`config.mk`:
```
export PLATFORM = sky130hd
export DESIGN_NAME = reg_file
export DESIGN_NICKNAME = d
export VERILOG_FILES = /design/src/rtl/cpu_pkg.sv /design/src/rtl/reg_file.sv
export SDC_FILE = /design/constraint.sdc
export NUM_CORES = 2
export LEC_CHECK = 0
export CORE_MARGIN = 5
export CORE_UTILIZATION = 62
export DETAILED_ROUTE_END_ITERATION = 7
export PLACE_DENSITY = 0.81
export SLEW_MARGIN = 20
export SYNTH_ARGS = -nofsm -noshare
export SYNTH_HDL_FRONTEND = slang
export SYNTH_SLANG_ARGS = --single-unit
```
`constraint.sdc`:
```
create_clock -name CLK -period 6.25 [get_ports CLK]
set_clock_uncertainty 0.15 [all_clocks]
set_input_delay 1.5625 -clock CLK [delete_from_list [all_inputs] [get_ports CLK]]
set_output_delay 1.5625 -clock CLK [all_outputs]
set_load 0.02 [all_outputs]
```
`src/rtl/cpu_pkg.sv`:
```
`default_nettype none
// +-----------------------------------------------------------------------+
// | Package  : cpu_pkg                                                    |
// | Purpose  : Constants and encodings shared by the single-cycle CPU     |
// |            blocks (register file, decode, ALU).                       |
// | Revision : 1.0 - initial release                                      |
// +-----------------------------------------------------------------------+
package cpu_pkg;

   // Datapath and register-file geometry
   localparam int DATA_W     = 32;
   localparam int REG_ADDR_W = 5;
   localparam int NUM_REGS   = 32;

   // Architectural zero register index
   localparam logic [4:0] REG_ZERO = 5'd0;

   // ALU operation select, shared between decode and ALU
   typedef enum logic [2:0] {
      ALU_ADD = 3'b000,
      ALU_SUB = 3'b001,
      ALU_AND = 3'b010,
      ALU_OR  = 3'b011,
      ALU_LUI = 3'b100
   } alu_op_e;

endpackage : cpu_pkg
`default_nettype wire

```
`src/rtl/reg_file.sv`:
```
`default_nettype none
// +-----------------------------------------------------------------------+
// | Module   : reg_file                                                   |
// | Purpose  : 32 x 32 general-purpose register file for the single-cycle |
// |            CPU. Two combinational read ports feed the ALU operands;   |
// |            write-back commits on the rising clock edge. Register 0    |
// |            reads as zero and ignores writes.                          |
// | Options  : REG_FILE_DEBUG_PORT_EN adds a third combinational read     |
// |            port (DbgReg / DbgData) for board display or peeking.      |
// | Revision : 1.0 - initial release                                      |
// +-----------------------------------------------------------------------+
module reg_file
   import cpu_pkg::*;
#(
   parameter int DATA_W   = cpu_pkg::DATA_W,
   parameter int ADDR_W   = cpu_pkg::REG_ADDR_W,
   // Must equal 2**ADDR_W so every index selects a real register
   parameter int NUM_REGS = cpu_pkg::NUM_REGS
) (
   input  logic              CLK,
   input  logic              Reset,
   input  logic [ADDR_W-1:0] ReadReg1,
   input  logic [ADDR_W-1:0] ReadReg2,
   input  logic [ADDR_W-1:0] WriteReg,
   input  logic [DATA_W-1:0] WriteData,
   input  logic              RegWre,
   output logic [DATA_W-1:0] ReadData1,
   output logic [DATA_W-1:0] ReadData2
`ifdef REG_FILE_DEBUG_PORT_EN
   ,
   input  logic [ADDR_W-1:0] DbgReg,
   output logic [DATA_W-1:0] DbgData
`endif
);

   // Current contents of every register; entry 0 is a constant zero
   logic [DATA_W-1:0] w_regs [NUM_REGS];

   // Shared read rule: index 0 always yields zero, others the stored word.
   // No bypass from WriteData: a write-through path would close a
   // combinational loop through the ALU in the single-cycle datapath.
   function automatic logic [DATA_W-1:0] reg_read(input logic [ADDR_W-1:0] idx);
      if (idx == ADDR_W'(REG_ZERO)) begin
         return '0;
      end
      return w_regs[idx];
   endfunction

   genvar i;
   generate
      for (i = 0; i < NUM_REGS; i++) begin : g_regs
         if (i == 0) begin : g_zero
            // No storage behind register 0; writes to it simply vanish
            assign w_regs[i] = '0;
         end else begin : g_entry
            logic              r_q;
            logic [DATA_W-1:0] r_data;
            logic              w_we;

            // RegWre gates the decode first, so an undriven WriteReg or
            // WriteData while RegWre is low can never reach the flops
            assign w_we = RegWre && (WriteReg == ADDR_W'(i));

            // Register storage: asynchronous clear dominates any write
            always_ff @(posedge CLK or negedge Reset) begin
               if (!Reset) begin
                  r_data <= '0;
               end else if (w_we) begin
                  r_data <= WriteData;
               end
            end

            assign w_regs[i] = r_data;
            assign r_q       = 1'b0;
         end
      end
   endgenerate

   // Read port 1 (rs): combinational, same-cycle valid
   always_comb begin
      ReadData1 = reg_read(ReadReg1);
   end

   // Read port 2 (rt): combinational, same-cycle valid
   always_comb begin
      ReadData2 = reg_read(ReadReg2);
   end

`ifdef REG_FILE_DEBUG_PORT_EN
   // Debug read port: observation only, no effect on architectural ports
   always_comb begin
      DbgData = reg_read(DbgReg);
   end
`endif

endmodule : reg_file
`default_nettype wire
```
==> metrics.md <==
| Metric | Value |
|---|---|
| Status | completed |
| First-pass GRT wire length | 243000 microns |
| Ys Warns | 0 |
| Min-delay worst type | reg -> reg |
| Dpl hpwl | 92900 microns |
| Ys flop type | dfrtp_1 |
| Layout area overhead | 10.5% |
| Chip height | 304 microns |
| Biggest regs | g_regs.g_entry.r_data: 992 flops |
| Final net count | roughly 3.6k |
| Async SR Flop Fraction | 1.00 |
| Arr. time, crit path | 4.21 ns |
| Mean Syn Cell Area | 15.1 sq um |
| Commonest cells after routing, fill and taps aside | mux2_2 (1036), dfrtp_1 (992), mux4_2 (432) |
| Cell depth of the worst hold path | 1 |
| Initial DRC count | ~3.6k |
| CP Capture Type | output port |
| Total negative setup slack | 0 ns |
| Post-route ant nets | 0 |
| I/O pin count | between 100 and 150 |
| Final WL | 160000 microns |
| Sequential area share after synthesis | 0.464 |
| CTS clk-pin slew, worst paths | about 0.060 ns |
| Yosys top cell by area | dfrtp_1 |
| End of the worst hold path | g_regs[11].g_entry.r_data[2] |
| Commonest non-fill, non-tap cell in the layout | mux2_2 |
| Via density | 7.36 |
| DRC viols | 0 |
| RSZ-0062 raised after global routing | no |
| Synthesized area | approximately 54000 sq um |
| Critical Path RT | 4.54 ns |
| Final hold vios | 0 |
| FMAX | roughly 170 MHz |
| Hold buffers post-CTS | 0 |
| Yosys top cell area share | 0.464 |
| Biggest register | g_regs.g_entry.r_data |
| # H-tree levels | 3 |
| Vias in the first global route | approximately 37k |
| Die area | 92300 sq um |
| Post-synth EDFFs | 0 |
| Final Cycle Share | 0.948 |
| Gp weighted congestion | 0.860 |
| Clk Latency, worst-skew pair | ~0.65 ns |
| FF-to-FF End | g_regs[12].g_entry.r_data[10] |
| Pwr/cell area | 319 nW/um^2 |
| Global route total overflow | 0 |
| CTS Buf Count | 102 |
| Period minus WS final | 5.93 ns |
| Post-layout instance area | 59100 sq um |
| Crit path launch | ReadReg2[0] |
| Initial core utilization | 0.627 |
| GRT Overall Usage | 0.347 |
| Largest net degree at the start of global routing | 193 |
| Worst Tran Pin Value | 1.22 ns |
| Setup CP Type | in -> out |
| Core area | roughly 85000 sq um |
| Pins Over Slew Limit | 0 |
| Synthesized instance count | 3552 |
| First drt pass iteration count | 5 |
| Row count | 107 |
| Hold Crit Start | g_regs[11].g_entry.r_data[2] |
| Initial antenna violation count | 7 |
| CTS tree | yes |
| Setup Buffers After CTS | 0 |
| IO buf count | 113 |
| PostCTS Resize Cnt | 0 |
| Placed inst area | 55800 sq um |
| Fraction of layout cells with a size suffix above 1 | 0.504 |
| Worst setup SP type | input pin |
| Register bit total from synthesis | 992 |
| Maxcap violations | 0 |
| Final setup viols | 0 |
| Root Driver | clkbuf_16 |
| Worst reg2reg startpoint | g_regs[12].g_entry.r_data[10] |
| Worst rel slew slack | 0.182 |
| Die width | ~300 microns |
| R2r setup slk | 5.26 ns |
| Number of flip-flops in the largest register | between 900 and 1k |
| Clock Sink Count | 992 |
| Synth area leaders | dfrtp_1 (46%), mux2_2 (22%), mux4_2 (18%) |
| Via count | 34.8k |
| Yosys cell types | 41 |
| Reg2reg path depth | 1 |
| Syn_nets | 3602 |
| CTS max path bufs | 3 |
| Drt wl/cell | 33.7 microns |
| Leakage | ~26 nW |
| Crit path max fanout | 26 |
| Peak VDD IR | 0.221 mV |
## Yosys cell counts (27+ instances only)
| cell | number |
|---|---|
| nor2_1 | 61 |
| mux4_2 | 432 |
| clkbuf_1 | 169 |
| nand2_1 | 27 |
| nor2b_1 | 47 |
| o31a_1 | 31 |
| buf_4 | 29 |
| mux2i_1 | 199 |
| mux2_1 | 27 |
| mux2_2 | 1036 |
| buf_2 | 158 |
| nand3_1 | 30 |
| dfrtp_1 | 992 |
| a22oi_1 | 42 |
| a221oi_1 | 43 |
| nor3_1 | 37 |
## area by class of cell
class | instances | area [sq um]
Antenna cell | 6 | 15.0
Clock buffer | 146 | 2950
Clock inverter | 36 | 314
Fill cell | 5599 | 26300
Inverter | 10 | 37.5
Multi-Input combinational cell | 2159 | 26900
Sequential cell | 992 | 24800
Tap cell | 1144 | 1430
Timing Repair Buffer | 235 | 2600
## metal layers
layer / share of wire / up-vias / track usage
li1: - / 13600 / -
met3: 0.11 / 512 / 0.0975
met2: 0.46 / 2106 / 0.527
met5: 0.00014 / - / 0
met1: 0.38 / 18600 / 0.477
met4: 0.048 / 4 / 0.150
## worst max-delay path by stage
stage / to / slack (ns) / cells after the start
finish: ReadData2[9] / 0.32 / 7
global route: ReadData2[9] / 0.30 / 7
CTS: ReadData2[9] / 0.31 / 7
detailed placement: ReadData2[9] / 0.33 / 7
global placement: ReadData2[9] / 0.44 / 7
floorplan: ReadData2[28] / 1.42 / 8
## per-stage QoR
stage / cells / hold WS (ns) / total power, mW / utilization / worst slack (ns)
floorplan: 3552 / 0.320 / 11.5 / - / 1.42
global placement: 4539 / 0.332 / 12.5 / 0.653 / 0.440
detailed placement: 4539 / 0.350 / 12.8 / 0.653 / 0.329
CTS: 4721 / 0.364 / 18.9 / 0.692 / 0.306
global route: 4725 / 0.386 / 19.6 / 0.692 / 0.298
finish: 4728 / 0.364 / 18.9 / 0.692 / 0.325
## where the power goes
part,internal [mW],switching (mW),total (mW)
Combinational,2.49,1.68,4.17
Clock,3.44,2.60,6.05
Sequential,7.69,0.961,8.65
## worst max-delay path, stage by stage
cell and delay, ns:
buf_8 0.27, nor2b_4 0.51, buf_12 0.22, a221oi_1 0.09, a2111oi_0 0.64, or3_1 0.22, clkdlybuf4s50_1 0.63
## cells by family (layout without fill, tap and decap cells)
| kind of cell | Yosys count | after routing | share of synthesized area |
|---|---|---|---|
| AOI/OAI and AO/OA | 209 | 209 | 0.0321 |
| muxes | 1694 | 1694 | 0.443 |
| buffers and inverters | 401 | 427 | 0.0365 |
| and+or+nand+nor | 256 | 256 | 0.0248 |
| other | 0 | 6 | 0 |
| DFF | 992 | 992 | 0.464 |
(Power assumes the default switching activity.)
